<file path="src/rtl/fifo_pkg.sv">
// Shared types for the fifo push arbiter: data width and lock FSM states.
package fifo_pkg;

  localparam int WIDTH = 8;

  typedef enum logic {
    ARB    = 1'b0,
    LOCKED = 1'b1
  } arb_state_t;

endpackage

</file>
<file path="src/rtl/rr_pick.sv">
// Round-robin priority pick: one-hot grant to the first asserted req at or above ptr, wrapping modulo N.
module rr_pick #(
  parameter  int N  = 4,
  localparam int PW = (N > 1) ? $clog2(N) : 1
) (
  input  logic [N-1:0]  req,
  input  logic [PW-1:0] ptr,
  output logic [N-1:0]  gnt
);

  logic          found;
  logic [PW-1:0] idx;

  always_comb begin
    gnt   = '0;
    found = 1'b0;
    idx   = '0;
    for (int k = 0; k < N; k++) begin
      idx = PW'((int'(ptr) + k) % N);
      if (!found && req[idx]) begin
        gnt[idx] = 1'b1;
        found    = 1'b1;
      end
    end
  end

endmodule

</file>
<file path="src/rtl/fifo_push_arbiter.sv">
// Round-robin push arbiter in front of a fifo with occupancy tracking and a sticky flag-mismatch detector.
// Define FIFO_ARB_LOCK_EN to add the lock port and the ARB/LOCKED burst-lock FSM.
module fifo_push_arbiter
  import fifo_pkg::*;
#(
  parameter  int NREQ  = 4,
  parameter  int DEPTH = 16,
  localparam int CW    = $clog2(DEPTH) + 1,
  localparam int PW    = $clog2(NREQ)
) (
  input  logic                        clk,
  input  logic                        reset_n,
  input  logic [NREQ-1:0]             req,
  input  logic [NREQ-1:0][WIDTH-1:0]  req_data,
`ifdef FIFO_ARB_LOCK_EN
  input  logic [NREQ-1:0]             lock,
`endif
  output logic [NREQ-1:0]             gnt,
  output logic                        push,
  output logic [WIDTH-1:0]            data_in,
  input  logic                        pop_req,
  output logic                        pop,
  input  logic                        full,
  input  logic                        empty,
  output logic [CW-1:0]               count,
  output logic                        sync_err
);

  logic [PW-1:0]   rr_ptr, ptr_nxt, rr_idx;
  logic [NREQ-1:0] rr_gnt, gnt_c;
  logic            at_full;

  function automatic logic [PW-1:0] inc(input logic [PW-1:0] i);
    return (int'(i) == NREQ - 1) ? '0 : i + 1'b1;
  endfunction

  assign at_full = (count == CW'(DEPTH));

  rr_pick #(.N(NREQ)) u_pick (
    .req (req),
    .ptr (rr_ptr),
    .gnt (rr_gnt)
  );

  always_comb begin
    rr_idx = '0;
    for (int k = 0; k < NREQ; k++)
      if (rr_gnt[k]) rr_idx = PW'(k);
  end

`ifdef FIFO_ARB_LOCK_EN
  arb_state_t    state, state_nxt;
  logic [PW-1:0] lock_owner, owner_nxt;

  always_comb begin
    state_nxt = state;
    owner_nxt = lock_owner;
    ptr_nxt   = rr_ptr;
    gnt_c     = '0;
    case (state)
      ARB: begin
        if (!at_full && |rr_gnt) begin
          gnt_c   = rr_gnt;
          ptr_nxt = inc(rr_idx);
          if (lock[rr_idx]) begin
            state_nxt = LOCKED;
            owner_nxt = rr_idx;
          end
        end
      end
      LOCKED: begin
        // Owner keeps the fifo while it requests; pointer is frozen until release.
        if (req[lock_owner] && !at_full) gnt_c[lock_owner] = 1'b1;
        if (!lock[lock_owner] || !req[lock_owner]) begin
          state_nxt = ARB;
          ptr_nxt   = inc(lock_owner);
        end
      end
      default: state_nxt = ARB;
    endcase
  end

  always_ff @(posedge clk) begin
    if (!reset_n) begin
      state      <= ARB;
      lock_owner <= '0;
    end else begin
      state      <= state_nxt;
      lock_owner <= owner_nxt;
    end
  end
`else
  always_comb begin
    gnt_c   = '0;
    ptr_nxt = rr_ptr;
    if (!at_full && |rr_gnt) begin
      gnt_c   = rr_gnt;
      ptr_nxt = inc(rr_idx);
    end
  end
`endif

  // Outputs stay quiet while reset is held so nothing reaches the fifo before state is known.
  assign gnt  = reset_n ? gnt_c : '0;
  assign push = |gnt;
  assign pop  = reset_n && pop_req && (count != '0);

  always_comb begin
    data_in = '0;
    for (int k = 0; k < NREQ; k++)
      if (gnt[k]) data_in = req_data[k];
  end

  always_ff @(posedge clk) begin
    if (!reset_n) begin
      rr_ptr   <= '0;
      count    <= '0;
      sync_err <= 1'b0;
    end else begin
      rr_ptr <= ptr_nxt;
      case ({push, pop})
        2'b10:   count <= count + 1'b1;
        2'b01:   count <= count - 1'b1;
        default: count <= count;
      endcase
      if (((count == '0) != empty) || (at_full != full)) sync_err <= 1'b1;
    end
  end

endmodule

</file>
<file path="config.mk">
export PLATFORM = sky130hd
export DESIGN_NAME = fifo_push_arbiter
export DESIGN_NICKNAME = d
export VERILOG_FILES = /design/src/rtl/fifo_pkg.sv /design/src/rtl/rr_pick.sv /design/src/rtl/fifo_push_arbiter.sv
export SDC_FILE = /design/constraint.sdc
export NUM_CORES = 1
export LEC_CHECK = 0
export ABC_AREA = 1
export ABC_CLOCK_PERIOD_IN_PS = 5680
export CORE_UTILIZATION = 46
export CTS_BUF_LIST = sky130_fd_sc_hd__clkbuf_4
export DETAILED_ROUTE_END_ITERATION = 8
export GPL_ROUTABILITY_DRIVEN = 0
export GPL_TIMING_DRIVEN = 0
export PLACE_DENSITY_LB_ADDON = 0.1
export SLEW_MARGIN = 20
export SYNTH_ARGS = -nofsm -noshare
export SYNTH_HDL_FRONTEND = slang
export SYNTH_SLANG_ARGS = --single-unit
</file>
<file path="constraint.sdc">
create_clock -name clk -period 5.68 [get_ports clk]
set_clock_uncertainty 0.2 [all_clocks]
set_input_delay 1.136 -clock clk [delete_from_list [all_inputs] [get_ports clk]]
set_output_delay 1.136 -clock clk [all_outputs]
set_load 0.03 [all_outputs]
</file>
==> impl_summary.md <==
Run status
The flow ran to the end, but the final reports show violations. The checks that failed: DRC.

Placement
The number of instances in the placed design is 307. OpenSTA, run right after detailed placement, puts the worst setup slack at approximately 0.41 ns. Port buffering added 59 buffers. The final HPWL from detailed placement is just under 3000 um.

Synth
Summing the sequential cell areas from Yosys gives between 10% and 20% of the chip area. The cell count after synthesis came out at between 200 and 250. The largest total area in the synthesized netlist belongs to sky130_fd_sc_hd__nand2_1. In this run the cell area of the synthesized design comes to 1330 um2.

Summed over its instances, the top area cell type makes up 16.4% of the synthesized netlist area. The count of synthesis-stage warnings from yosys is 0. In this run, distinct cell masters in the synthesized netlist total 31. In this run, synthesis produced a sequential element count of 8. The average footprint of a synthesized cell is 6.11 um2. By area the synthesized netlist is led by sky130_fd_sc_hd__nand2_1 (16%), sky130_fd_sc_hd__nand3_1 (13%), sky130_fd_sc_hd__dfxtp_1 (12%). When the netlist entered floorplanning its net count stood at roughly 270.

Power and ir drop
VDD sags by at most around 500 uV. The share of total power dissipated in combinational logic is 87.7%. The clock network burns 3.6% of the power. For this design the ratio of total power to cell area is 615 nW/um2. The switching fraction of total power is 58.4%. The static power due to leakage is about 0.97 nW.

The internal power contribution is 0.505 mW. Summed over all nets, the switching power comes to 0.710 mW. The sequential share of power is 8.7%.

Clock tree
For this design, the CTS-stage hold fixing added 0 buffers. The CTS clock-pin slew for the worst setup and hold paths is 0.06 ns. The number of H-tree levels is 1. The worst-skew pair later-pin latency is 0.26 ns. In this run the post-CTS setup repair buffer count came out at 0. The deepest clock path buffer count is 2. The number of gates resized after CTS was 0. The number of clock sinks is 8. Clock tree synthesis inserted a total of 3 buffers.

Clock tree synthesis selected as its root buffer the cell sky130_fd_sc_hd__clkbuf_4. TritonCTS built the clock tree.

Die
The count of pins on the block boundary is 61. Measured along the x axis, the die boundary spans 55.7 um. The starting density of the core is 48.5%. After floorplanning, the core was divided into 19 placement rows. The floorplan step set the die height to 55.7 um. The floorplan step defined a die boundary enclosing 3100 um2. The core region is 2730 um2.

STA
The post-route fraction of the period consumed by the critical path is 92.6%. The transition time at the pin with the least slew margin is 0.556 ns. For the finished layout, the period the worst path requires is 5.26 ns. Setup repair after global routing left no endpoint under its margin.

The final-report setup violation count is 0. The slack of the critical path is 0.419 ns. The number of hold-slack violations in the final timing report is 0. The maximum frequency from static timing analysis is 190 MHz. In this run the tightest slew margin relative to its limit is a little over three fifths. The final-layout setup total negative slack is 0 ns.

The number of pins exceeding their max-slew limit in the final report is 0.

Global route
The number of global-route vias before repair is 1436. Entering global routing, the biggest net connects 11 pins. The initial antenna violation count was 0. The wire length of the first global-routing pass is 6250 um.

The total congestion overflow after global routing is 0. Global routing used 24.3% of the available tracks across all layers.

Worst setup path
The sort of element at the start of the critical path is an input port. For the worst setup path, the data required time is 4.34 ns. The critical path is of the in2out type. The number of cells on the worst reg-to-reg path is 20. The capturing point of the worst reg2reg path is count[4]. STA classifies the critical path endpoint as an output pin. Tracing the worst setup path back leads to its startpoint at req[1].

The maximum fanout along the worst path is 10. At the worst endpoint, the arrival time is 3.93 ns. The worst register-to-register path has a setup slack of 1.81 ns. The origin of the critical flop-to-flop path is rr_ptr[0].

Finish
Leaving out fill and tap cells, the most frequent cell in the layout is sky130_fd_sc_hd__clkdlybuf4s50_1. The area overhead of the layout relative to synthesis is 49.2%. 0 antenna diodes ended up in the layout. The number of non-filler instances in the completed layout is slightly above 300.

After the last flow step, the layout net total stands at 332. The layout cell share with drive strength beyond 1 is 10.4%. The library cells used most frequently in the layout, excluding fill and tap cells, are sky130_fd_sc_hd__clkdlybuf4s50_1 (59), sky130_fd_sc_hd__nand2_1 (58), sky130_fd_sc_hd__nand3_1 (35), sky130_fd_sc_hd__nor2_1 (27), sky130_fd_sc_hd__inv_1 (25).

Detailed routing
The count of routing violations after the opening detailed-route iteration is 54. The post-detailed-route wirelength per cell is about 12 um. The count of nets left with antenna violations once routing finished came out at 0.

Across all layers, the routed design uses 1574 vias. The post-detailed-routing wire length is 3570 um. In the routed design, unresolved DRC markers number 2. The number of detailed-routing iterations run before antenna repair is 7. The number of vias per cell after detailed routing is between 5 and 6.

Worst hold path
The endpoint of the worst hold-timing path is sync_err. The min-delay analysis places its worst path in the category reg2reg. The cell depth of the worst min-delay path is 2.

In this run the most critical hold path is launched from sync_err.

Flow run
The max-capacitance violation count is 0.
through the flow:
step	util, %	power, mW	hold WS (ns)	cell area [um2]
6_report	72.3	1.21	0.268	1980
5_1_grt	72.3	1.33	0.305	1980
4_1_cts	72.3	1.22	0.274	1980
3_5_place_dp	71.5	1.17	0.260	1950
3_3_place_gp	71.5	1.14	0.249	1950
2_1_floorplan	-	0.867	0.422	1330
area by class of cell:
cell class / count / area, um2
well taps: 31 / 38.8
flip-flops and latches: 8 / 160
plain buffers: 3 / 20.0
fillers: 260 / 757
inverters: 31 / 116
clock buffers: 3 / 22.5
multi-input cells: 175 / 1030
repair buffers: 59 / 591
state kept, by name, indices dropped and copies added, names as in the netlist:
name      cells
rr_ptr        2
sync_err      1
count         5
metal layers:
layer  vias up  global-route usage, %  wire length (um)
met3         7                   2.09               191
met5         -                      0                 0
met2        50                   41.3              1690
li1        826                      -                 -
met4         0                   9.64                56
met1       691                   31.6              1640
critical path: stages:
cell and delay (ns):
sky130_fd_sc_hd__clkdlybuf4s50_1 0.50, sky130_fd_sc_hd__nand2_1 0.11, sky130_fd_sc_hd__nand3_4 0.16, sky130_fd_sc_hd__nand2_4 0.09
sky130_fd_sc_hd__nand2_4 0.08, sky130_fd_sc_hd__inv_2 0.05, sky130_fd_sc_hd__nand3_1 0.08, sky130_fd_sc_hd__nand3_2 0.15
sky130_fd_sc_hd__nor2_4 0.19, sky130_fd_sc_hd__nand2_8 0.09, sky130_fd_sc_hd__nand4_4 0.10, sky130_fd_sc_hd__buf_2 0.23
sky130_fd_sc_hd__nor2_1 0.06, sky130_fd_sc_hd__nor2_1 0.08, sky130_fd_sc_hd__nand2_1 0.06, sky130_fd_sc_hd__nand2_1 0.06
sky130_fd_sc_hd__clkdlybuf4s50_1 0.68
cells in the mapped netlist:
library cell                n
sky130_fd_sc_hd__nand4_2    1
sky130_fd_sc_hd__nor2_4     5
sky130_fd_sc_hd__fa_1       1
sky130_fd_sc_hd__nand4_1    1
sky130_fd_sc_hd__xnor2_1    3
sky130_fd_sc_hd__clkbuf_1   1
sky130_fd_sc_hd__nand2_2    2
sky130_fd_sc_hd__inv_1     25
sky130_fd_sc_hd__nand2_1   58
sky130_fd_sc_hd__o21ai_0    6
sky130_fd_sc_hd__nand2_8    1
sky130_fd_sc_hd__nand4_4    1
sky130_fd_sc_hd__a21oi_1    5
sky130_fd_sc_hd__ha_1       9
sky130_fd_sc_hd__nand3_4    3
sky130_fd_sc_hd__a211oi_1   1
sky130_fd_sc_hd__a31oi_1    2
sky130_fd_sc_hd__nand2_4    2
sky130_fd_sc_hd__nand3_1   35
sky130_fd_sc_hd__o21a_1     1
sky130_fd_sc_hd__buf_2      1
sky130_fd_sc_hd__nor2_1    27
sky130_fd_sc_hd__o21ai_1    1
sky130_fd_sc_hd__nor4_1     1
sky130_fd_sc_hd__inv_2      6
sky130_fd_sc_hd__a21o_1     3
sky130_fd_sc_hd__o31ai_1    1
sky130_fd_sc_hd__xor2_1     2
sky130_fd_sc_hd__nand3_2    3
sky130_fd_sc_hd__dfxtp_1    8
sky130_fd_sc_hd__buf_6      1
power by group through the flow:
stage                     Combinational [mW]  Sequential, mW  Clock (mW)
after CTS                               1.07           0.105      0.0443
after global placement                  1.04           0.106           0
after floorplan                        0.741           0.125           0
final                                   1.07           0.105      0.0438
after global routing                    1.18           0.108      0.0467
after detailed placement                1.06           0.106           0
worst max path at each step:
stage | end | slack (ns)
finish | data_in[2] | 0.42
global route | data_in[2] | 0.25
CTS | data_in[2] | 0.40
detailed placement | data_in[2] | 0.41
global placement | data_in[3] | 0.50
floorplan | data_in[1] | 1.42
logic make-up (layout without fill, tap and decap cells):
logic type | count (synthesis) | count (layout) | synth area share [%]
flops | 8 | 8 | 12.1
fa+ha+maj | 10 | 10 | 10.0
simple gates | 140 | 140 | 55.4
buf+inv | 34 | 96 | 10.3
compound gates | 20 | 20 | 8.88
xor+xnor | 5 | 5 | 3.31
Note: power is estimated with default switching activity, not from simulation.
